===== config.mk =====
export PLATFORM = sky130hd
export DESIGN_NAME = fwd_hazard_unit
export DESIGN_NICKNAME = d
export VERILOG_FILES = /design/src/rtl/fwd_hazard_unit.sv
export SDC_FILE = /design/constraint.sdc
export NUM_CORES = 1
export LEC_CHECK = 0
export ABC_AREA = 0
export BUFFER_PORTS_ARGS = -buffer_cell sky130_fd_sc_hd__buf_4
export CAP_MARGIN = 20
export CORE_ASPECT_RATIO = 2
export CORE_MARGIN = 10
export CORE_UTILIZATION = 47
export DETAILED_ROUTE_END_ITERATION = 6
export MAX_ROUTING_LAYER = met4
export PLACE_DENSITY_LB_ADDON = 0.1
export SYNTH_ARGS = -nofsm -noshare
export SYNTH_HDL_FRONTEND = slang
export SYNTH_SLANG_ARGS = --single-unit

===== constraint.sdc =====
create_clock -name clk -period 2.08 [get_ports clk]
set_input_delay 0.312 -clock clk [delete_from_list [all_inputs] [get_ports clk]]
set_output_delay 0.312 -clock clk [all_outputs]
set_load 0.01 [all_outputs]

===== src/rtl/fwd_hazard_unit.sv =====
// -----------------------------------------------------------------------------
// fwd_hazard_unit
//
// Tracks the destination registers of in-flight instructions in a small shadow
// pipeline beside the decode/execute boundary. It does three things:
//   - detects load-use hazards and raises a combinational decode stall,
//   - produces registered EX-stage operand forwarding selects,
//   - keeps a saturating count of stall cycles.
//
// Parameters
//   REG_AW    register-address width
//   ZERO_REG  1: register 0 is hardwired zero and never matches
//   CNT_W     stall counter width
//
// Ports
//   clk, rst_n              clock (rising edge), async active-low reset
//   id_valid                decode stage holds a real instruction
//   id_rs, id_rt            source register addresses
//   id_rs_use, id_rt_use    the source is actually read
//   id_wr, id_wr_reg        the instruction writes id_wr_reg
//   id_load                 the instruction is a load (result at end of MEM)
//   flush                   squash the decode-stage instruction this cycle
//   cnt_clr                 synchronous clear of stall_cnt
//   stall                   hold IF/ID and inject a bubble into EX
//   fwd_sel_a, fwd_sel_b    00 register file, 01 EX/MEM result, 10 MEM/WB result
//   stall_cnt               saturating stall-cycle count
// -----------------------------------------------------------------------------
module fwd_hazard_unit #(
  parameter int REG_AW   = 3,
  parameter bit ZERO_REG = 1'b1,
  parameter int CNT_W    = 16
) (
  input  logic              clk,
  input  logic              rst_n,
  input  logic              id_valid,
  input  logic [REG_AW-1:0] id_rs,
  input  logic [REG_AW-1:0] id_rt,
  input  logic              id_rs_use,
  input  logic              id_rt_use,
  input  logic              id_wr,
  input  logic [REG_AW-1:0] id_wr_reg,
  input  logic              id_load,
  input  logic              flush,
  input  logic              cnt_clr,
  output logic              stall,
  output logic [1:0]        fwd_sel_a,
  output logic [1:0]        fwd_sel_b,
  output logic [CNT_W-1:0]  stall_cnt
);

  localparam logic [1:0] SEL_RF  = 2'b00;
  localparam logic [1:0] SEL_EX  = 2'b01;
  localparam logic [1:0] SEL_MEM = 2'b10;

  localparam logic [CNT_W-1:0] CNT_ONE = {{(CNT_W-1){1'b0}}, 1'b1};
  localparam logic [CNT_W-1:0] CNT_MAX = {CNT_W{1'b1}};

  // What a forwarding source needs to know about a producer.
  typedef struct packed {
    logic              v;
    logic              wr;
    logic [REG_AW-1:0] rd;
  } prod_t;

  // The EX slot also remembers whether its result is late (load).
  typedef struct packed {
    prod_t p;
    logic  load;
  } ex_slot_t;

  // Only EX and MEM are stored. A producer in WB never needs forwarding
  // because the register file writes before it is read, so its slot would
  // carry no information anything here consumes.
  ex_slot_t ex_q;
  prod_t    mem_q;

  logic     advance;
  ex_slot_t ex_d;

  function automatic logic match(prod_t s, logic [REG_AW-1:0] r);
    return s.v & s.wr & (s.rd == r) & ~(ZERO_REG & (r == '0));
  endfunction

  // Youngest producer wins: EX result is newer than MEM result.
  function automatic logic [1:0] sel_for(logic [REG_AW-1:0] r, logic used);
    if (used && match(ex_q.p, r))  return SEL_EX;
    if (used && match(mem_q, r))   return SEL_MEM;
    return SEL_RF;
  endfunction

  // A load in EX cannot forward its result into the very next EX cycle, so a
  // dependent decode instruction waits one cycle. Flush overrides: a squashed
  // instruction is neither held nor counted.
  assign stall = id_valid & ~flush & ex_q.load &
                 ((match(ex_q.p, id_rs) & id_rs_use) |
                  (match(ex_q.p, id_rt) & id_rt_use));

  assign advance = id_valid & ~stall & ~flush;

  always_comb begin
    ex_d = '0;
    if (advance) begin
      ex_d.p.v  = 1'b1;
      ex_d.p.wr = id_wr;
      ex_d.p.rd = id_wr_reg;
      ex_d.load = id_load;
    end
  end

  // NOTE: every register here, slots included, is reset so that no stale
  // producer can trigger a stall or forward right after reset; sequential
  // state uses non-blocking assignments so all updates see pre-edge values.
  always_ff @(posedge clk or negedge rst_n) begin
    if (!rst_n) begin
      ex_q      <= '0;
      mem_q     <= '0;
      fwd_sel_a <= SEL_RF;
      fwd_sel_b <= SEL_RF;
      stall_cnt <= '0;
    end else begin
      mem_q <= ex_q.p;
      ex_q  <= ex_d;

      // Selects are computed against the slots the instruction sees while in
      // ID and are then valid for its whole EX cycle; a bubble reads the RF.
      if (advance) begin
        fwd_sel_a <= sel_for(id_rs, id_rs_use);
        fwd_sel_b <= sel_for(id_rt, id_rt_use);
      end else begin
        fwd_sel_a <= SEL_RF;
        fwd_sel_b <= SEL_RF;
      end

      if (cnt_clr) begin
        stall_cnt <= '0;
      end else if (stall && (stall_cnt != CNT_MAX)) begin
        stall_cnt <= stall_cnt + CNT_ONE;
      end
    end
  end

endmodule

== After elaboration in Yosys (flattened, before gate mapping) ==
Cells that the tools add are included.
Widths: inputs -> output; s select.
Storage, ports and cells
  register bits: 31
  word-level logic and storage cells: 69
Operators by class
  bitwise gates (word level): 22
  muxes and demuxes: 23
  eq/ne operators: 5
  reductions and logical operators: 8
  $add $sub $neg: 1
Operators with widths (number)
  $mux 16: 2
  $mux 2: 10
  $and 1x1->1: 17
  $add 16x1->16 const B: 1
  $ne 16x16->1 const B: 1
  $eq 3x3->1: 4
  $mux 1: 10
  $logic_not 3->1: 2
  $mux 6: 1
  $logic_and 1x1->1: 5
  $not 1->1: 4
  $reduce_bool 2->1: 1
  $or 1x1->1: 1

== Logic depth before layout (Yosys ltp) ==
Gate-level depths: netlist (run 1).
  depth in word-level cells: 15
  mapped depth: 8

== Worst setup path before layout (run 1) ==
Ideal clock, no wire load.
  path type: register to output
  start: register ex_q[3] (netlist name)
  end: output port stall
  path slack: -0.089 ns
  stages on the path, launching flop included: 6
  data arrival time: 1.857 ns
  cell sequence: dfrtp_1 -> xor2_1 -> or4_1 -> nor2_2 -> o21ai_0 -> nor3b_1
On the way
  cells in the longest elaborated chain, start to end: 6
  elaborated cells between the ends (all ways): 10
  those cells by class: eq/ne: 2; bitwise: 8
RTL lines
  start, declared: line 74  | ex_slot_t ex_q;
  start signal, assigned: line 115  | ex_q <= '0;
  start signal, assigned: line 122  | ex_q <= ex_d;
  $eq 3x3->1: line 81  | return s.v & s.wr & (s.rd == r) & ~(ZERO_REG & (r == '0));
  $and 1x1->1 (2 in a row): line 81
  $and 1x1->1, on equally long branches: line 95, 96
  $or 1x1->1 (*): line 95  | ((match(ex_q.p, id_rs) & id_rs_use) |
  $and 1x1->1 (*): line 94  | assign stall = id_valid & ~flush & ex_q.load &
  end, declared: line 45  | output logic stall,
Mark *: on every way between the ends. The rest lies on a longest branch, timed or not.

== Worst setup path in the final report (run 1) ==
Same ends and word-level chain as after synthesis.

==> results of run 1 <==
registers in the layout, summed over array words and instances, names as in the netlist:
register and count:
stall_cnt 16, ex_q 6, fwd_sel_b 2, mem_q 5, fwd_sel_a 2
per-layer routing:
layer | vias up | global-route usage [%]
met2 | 40 | 29.94
met3 | 13 | 4.293
li1 | 711 | -
met4 | 0 | 8.659
met5 | - | -
met1 | 749 | 14.00
worst max path at each step:
stage	endpoint	slack (ns)	from
after global placement	stall_cnt[5]$_DFFE_PN0P_	-0.10	id_rt[2]
after global routing	stall	-0.36	ex_q[2]$_DFF_PN0_
after CTS	stall	-0.27	ex_q[3]$_DFF_PN0_
after detailed placement	stall_cnt[5]$_DFFE_PN0P_	-0.23	id_rt[2]
final	stall	-0.26	ex_q[3]$_DFF_PN0_
after floorplan	stall_cnt[1]$_DFFE_PN0P_	0.005	stall_cnt[3]$_DFFE_PN0P_
timing repair:
item | 4_1_cts | 5_1_grt
resized for setup | 9 | 5
hold endpoints to repair | 31 | 0
buffers inserted | 3 | 0
gates cloned | 1 | 0
hold buffers | 1 | 0
pin swaps | 6 | 1
endpoints found under the setup margin | 13 | 17
layout make-up:
type                    count  area (um^2)  share of cell area [%]
multi-input cells         112        794.5                   34.70
flip-flops and latches     31        777.0                   33.93
repair buffers             73        550.5                   24.04
clock buffers               6        82.58                   3.607
well taps                  31        38.79                   1.694
clock inverters             2        35.03                   1.530
inverters                   3        11.26                  0.4918
metrics by stage:
step / hold slack (ns) / util (%)
2_1_floorplan: 0.01641 / -
3_3_place_gp: 0.2591 / 65.60
3_5_place_dp: 0.2661 / 65.60
4_1_cts: 0.2567 / 72.06
5_1_grt: 0.2605 / 72.53
6_report: 0.2634 / 72.53
power groups by stage:
stage | clock network [W] | logic (W) | registers, W
3_3_place_gp | 0 | 0.0000970 | 0.000631
6_report | 0.000614 | 0.000104 | 0.000620
4_1_cts | 0.000630 | 0.000105 | 0.000620
2_1_floorplan | 0 | 0.0000335 | 0.000629
3_5_place_dp | 0 | 0.000101 | 0.000631
5_1_grt | 0.000652 | 0.000114 | 0.000621
kinds of logic after synthesis:
kind of cell / after synthesis / share of synthesized area, %
simple gates: 63 / 23.15
compound gates: 33 / 14.62
flops: 31 / 50.37
xor+xnor: 11 / 6.255
buf+inv: 9 / 2.761
mux: 3 / 2.031
fa+ha+maj: 1 / 0.8122
layout by cell type, fill, tap and decap left out, drive strengths merged, types with 2 or more instances in the layout:
cell and n:
o31ai 6, nor3 3, mux2i 2, nor2b 2, nand3 8, xor2 4, nand2 10, and3 6
nor4 4, dfrtp 31, o21ai 9, nand4 4, xnor2 7, or4 5, clkbuf 6, nor3b 2
a21oi 12, and4 2, nor2 7, or3 7, buf 72, inv 3
==> results.txt, run 1 <==
Die Height - 101.0 um
Rel. slew slack - 73.60%
combinational power share - 7.8%
initial antenna violation count - 0
hold depth - 2
TritonCTS clock tree - yes
clock sinks - 31
worst r2r path cells - 7
initial drt markers - 27
gr usage total - 16.32%
DP Area - 2071 um^2
Hold Path Sink - ex_q[2]$_DFF_PN0_
Post-Syn Area - 1540 um^2
wl on met1 - 1597 um
setup TNS - -0.9287 ns
metal2 WL - 2749 um
Worst Tran Pin Value - 0.3960 ns
Non-Filler Instances - 258
Seq pwr share - 46.3%
DRT Pass-1 Iters - 4
area leader, netlist - dfrtp_1
FF+latch count, synth - 31
Setup CP Type - register to primary output
Synth top cells by count - 31 x dfrtp_1, 11 x a21oi_1, 10 x nand2_1
Async S/R FF share, synth - 100.0%
Worst EP required - 1.77 ns
vias per cell - 5.864
failing checks - negative setup slack
I/O pin count - 39
port bufs - 38
drt drc - 0
layout cells sized above 1 - 43.17%
DIE WIDTH - 60.48 um
Pint - 0.001054 W
pre-CTS WS - -0.2333 ns
top-count cell post-synth - dfrtp_1
Peak VDD IR - 0.5450 mV
Routed Wire Length - 4677 um
# setup viols final - 9
CP cell instances - xor2_1, or4_4, nor2_4, buf_4, o21ai_2, nor3b_2, buf_4
number of global-route vias before repair - 1686
DR WL/cell - 18.13 um
Hold Vio Cnt, Final - 0
Clk pwr share - 45.9%
overflow left after global routing - 0
fill cell count - 252
Setup crit start kind - register
CP Buf/Inv Count - 2
TritonCTS buffer count - 5
clock slew seen by the registers of the worst setup and hold paths - 0.07 ns
post-route cell area - 2290 um^2
crit path setup slack, layout - -0.2613 ns
Crit Path Max Fanout - 3
Post-Syn Instances - 151
max incr delay on CP - 0.56 ns
Synth top area share - 50.37%
Synth Net Count - 170
Core Footprint - 3157 um^2
clock latency on the worst-skew pair - 0.28 ns
hold path startpoint - id_wr_reg[1]
H-tree Lvls - 2
RePlAce Congestion - 0.8431
Leakage Power - 1.058 nW
ant diodes - 0
Final #Nets - 245
R2R Path Start - ex_q[2]$_DFF_PN0_
Avg Inst Size Synth - 10.20 um^2
Final Power - 0.001338 W
minimum clock period - 2.341 ns
r2r endpoint - stall_cnt[9]$_DFFE_PN0P_
Area Overhead vs Synth - 48.66%
Sw Pwr - 0.0002848 W
Final Max Tran Viols - 0
clock buffer depth - 2
top_reg_cell synth - dfrtp_1
Reg2Reg Setup Slack - -0.13 ns
largest net degree at the start of global routing - 32
Synth warnings - 0
RSZ-0062 raised after global routing - true
Post-synth EDFFs - 0
WP data arrival - 2.03 ns
P per Cell Area - 584.5 nW/um^2
first-pass GRT wire length - 7527 um
Vias - 1513
Sw Ratio - 21.28%
delay-heaviest family, CP - simple AND/OR/NAND/NOR gates
Critical Path Sink Type - primary output
Root Buffer - clkbuf_8
Clock Skew - 0.005931 ns
Die Area - 6106 um^2
hold crit path type - primary input to register
post-synthesis sequential area ratio - 50.37%
slowest CP cell - or4_4
top post-synthesis cells by area - dfrtp_1 50%, xnor2_1 4.0%, a21oi_1 3.6%, o31ai_1 2.9%, or3_1 2.8%
fmax - 427.1 MHz
initial core utilization - 48.79%
met3 WL - 198 um
MaxCap Viol Count - 0
final worst-path cycle share - 112.6%
Post-DRT Antenna Nets - 0
Core Rows - 29
status - finished, violations left
number of cells on the critical path - 7
placed cell count - 245
final HPWL from detailed placement - 3461 um
top sig layer - met4
Synth cell types - 39
most frequent CP cell - buf_4
Power figures use the tool's default switching activity.
==> run 2, diff against run 1 <==
Settings changed: CORE_UTILIZATION 47 to 49, CTS_BUF_LIST set to sky130_fd_sc_hd__clkbuf_8.
==> run 2 against run 1 <==
Against the previous run: the flow still finishes with violations (negative setup slack); core utilization is 9.7 points higher; via count is 4.2% higher; cell area is 6.9% higher; clock-buffer cell count stayed put; non-clock buffer count is 6 higher; combinational power is 7% higher; cell count is 1.9% higher; worst setup slack worse by 0.022 ns; critical endpoint unchanged; highest routed layer unchanged.
==> results.txt, run 2 (synthesis gave the netlist of run 1 again) <==
final HPWL from detailed placement - 3412 um (-1.4%)
TritonCTS buffer count - 5 (unchanged)
Top reg by flops - stall_cnt
initial antenna violation count - 0 (unchanged)
Core Footprint - 2978 um^2 (-5.7%)
pre-CTS WS - -0.1279 ns (+0.1054 ns)
Leakage Power - 1.131 nW (+6.9%)
Die Area - 5922 um^2 (-3.0%)
drt drc - 0 (unchanged)
Setup CP Type - register to primary output
clock latency on the worst-skew pair - 0.28 ns (about the same)
WP data arrival - 2.05 ns (+0.02 ns)
clock buffer depth - 2 (unchanged)
TritonCTS clock tree - yes
# setup viols final - 15 (+6)
initial core utilization - 51.72% (+2.9 points)
Die Height - 99.29 um (-1.6%)
failing checks - negative setup slack
Root Buffer - clkbuf_8
fmax - 423.2 MHz (-0.91%)
Non-Filler Instances - 263 (+1.9%)
number of global-route vias before repair - 1699 (+0.77%)
layout cells sized above 1 - 51.50% (+8.3 points)
initial drt markers - 32 (+19%)
Crit Path Max Fanout - 3 (unchanged)
Area Overhead vs Synth - 58.90%
status - finished, violations left
placed cell count - 240 (-2.0%)
Vias - 1576 (+4.2%)
minimum clock period - 2.363 ns (+0.02150 ns)
final worst-path cycle share - 113.6% (+1.0 points)
Critical Path Sink Type - primary output
RSZ-0062 raised after global routing - true
Routed Wire Length - 5104 um (+9.1%)
crit path setup slack, layout - -0.2828 ns (-0.02150 ns)
MaxCap Viol Count - 0 (unchanged)
I/O pin count - 39 (unchanged)
Hold Vio Cnt, Final - 0 (unchanged)
Clock Skew - 0.006223 ns (+0.0002922 ns)
clock slew seen by the registers of the worst setup and hold paths - 0.07 ns (about the same)
ant diodes - 0 (unchanged)
DRT Pass-1 Iters - 4 (unchanged)
largest net degree at the start of global routing - 32 (unchanged)
RePlAce Congestion - 0.8434 (about the same)
Post-DRT Antenna Nets - 0 (unchanged)
overflow left after global routing - 0 (unchanged)
Final Max Tran Viols - 0 (unchanged)
DIE WIDTH - 59.65 um (-1.4%)
gr usage total - 17.27% (+0.95 points)
H-tree Lvls - 2 (unchanged)
Rel. slew slack - 64.68% (-8.9 points)
Top Registers - stall_cnt (16), ex_q (6), mem_q (5)
Final #Nets - 251 (+2.4%)
commonest non-fill, non-tap cell in the layout - buf_4
vias per cell - 5.992 (+2.2%)
most frequent cells in the layout - 70 x buf_4, 31 x dfrtp_1, 10 x a21oi_2
clock sinks - 31 (unchanged)
Setup crit start kind - register
Core Rows - 28 (-3.4%)
post-layout util - 82.18% (+9.7 points)
Peak VDD IR - 0.5258 mV (-3.5%)
port bufs - 38 (unchanged)
first-pass GRT wire length - 8017 um (+6.5%)
hold crit path type - primary input to register
Worst EP required - 1.77 ns (about the same)
DR WL/cell - 19.41 um (+7.1%)
Worst Tran Pin Value - 0.5254 ns (+0.1293 ns)
P per Cell Area - 548.8 nW/um^2 (-6.1%)
number of flip-flops in the largest register - 16 (unchanged)
==> run 2: path summary, 6_finish.rpt <==
kind / start / to / slack (ns) / cells after the start
max in group asynchronous: rst_n / stall_cnt[0]$_DFFE_PN0P_ / 1.27 / 2
hold reg to reg: ex_q[4]$_DFF_PN0_ / mem_q[3]$_DFF_PN0_ / 0.50 / 1
min in group asynchronous: rst_n / ex_q[3]$_DFF_PN0_ / 0.50 / 2
setup reg to reg: ex_q[2]$_DFF_PN0_ / stall_cnt[4]$_DFFE_PN0P_ / -0.23 / 9
setup / recovery: ex_q[2]$_DFF_PN0_ / stall / -0.28 / 7
hold / removal: id_wr_reg[2] / ex_q[3]$_DFF_PN0_ / 0.25 / 2
==> run 2: what timing repair did <==
action                                  4_1_cts  5_1_grt
endpoints found under the setup margin       14       18
pin swaps                                    15        9
resized for setup                            24       20
endpoints found under the hold margin        31        0
setup buffers                                 8        7
hold buffers                                  1        0
gates cloned                                  2        0
==> run 2: cell type report <==
| cell class | count | area [um^2] |
|---|---|---|
| multi-input combinational | 112 | 885.9 |
| tap | 30 | 37.54 |
| clock buffer | 6 | 82.58 |
| clock inverter | 2 | 35.03 |
| sequential | 31 | 775.7 |
| fill | 177 | 530.5 |
| timing repair buffer | 79 | 619.3 |
| inverter | 3 | 11.26 |
==> run 2: metal layers <==
| metal | wire, um | track usage [%] |
|---|---|---|
| met5 | 0 | - |
| met4 | 113 | 5.208 |
| met3 | 242 | 4.331 |
| met2 | 3045 | 31.21 |
| met1 | 1702 | 16.96 |
==> run 2: critical path: stages, from the launching register on <==
cell and delay, ns:
dfrtp_1 0.42, xor2_1 0.19, or4_4 0.51, nor2_4 0.13
buf_6 0.12, o21ai_4 0.06, nor3b_2 0.18, buf_4 0.15
==> run 2: power by group <==
group	internal (W)	switching, W	total [W]
Clock	0.000387	0.000225	0.000613
Combinational	0.0000556	0.0000552	0.000111
Sequential	0.000612	0.00000824	0.000620
Total	0.00105	0.000289	0.00134
==> run 2: through the flow <==
stage | hold WS [ns] | instance area (um^2) | TNS, ns | power, W
6_report | 0.2549 | 2447 | -2.624 | 0.001343
5_1_grt | 0.2627 | 2447 | -3.928 | 0.001380
4_1_cts | 0.2557 | 2345 | -3.282 | 0.001348
3_5_place_dp | 0.2662 | 2039 | -1.241 | 0.0007315
3_3_place_gp | 0.2573 | 2039 | -0.8683 | 0.0007278
2_1_floorplan | 0.01641 | 1545 | 0 | 0.0006625
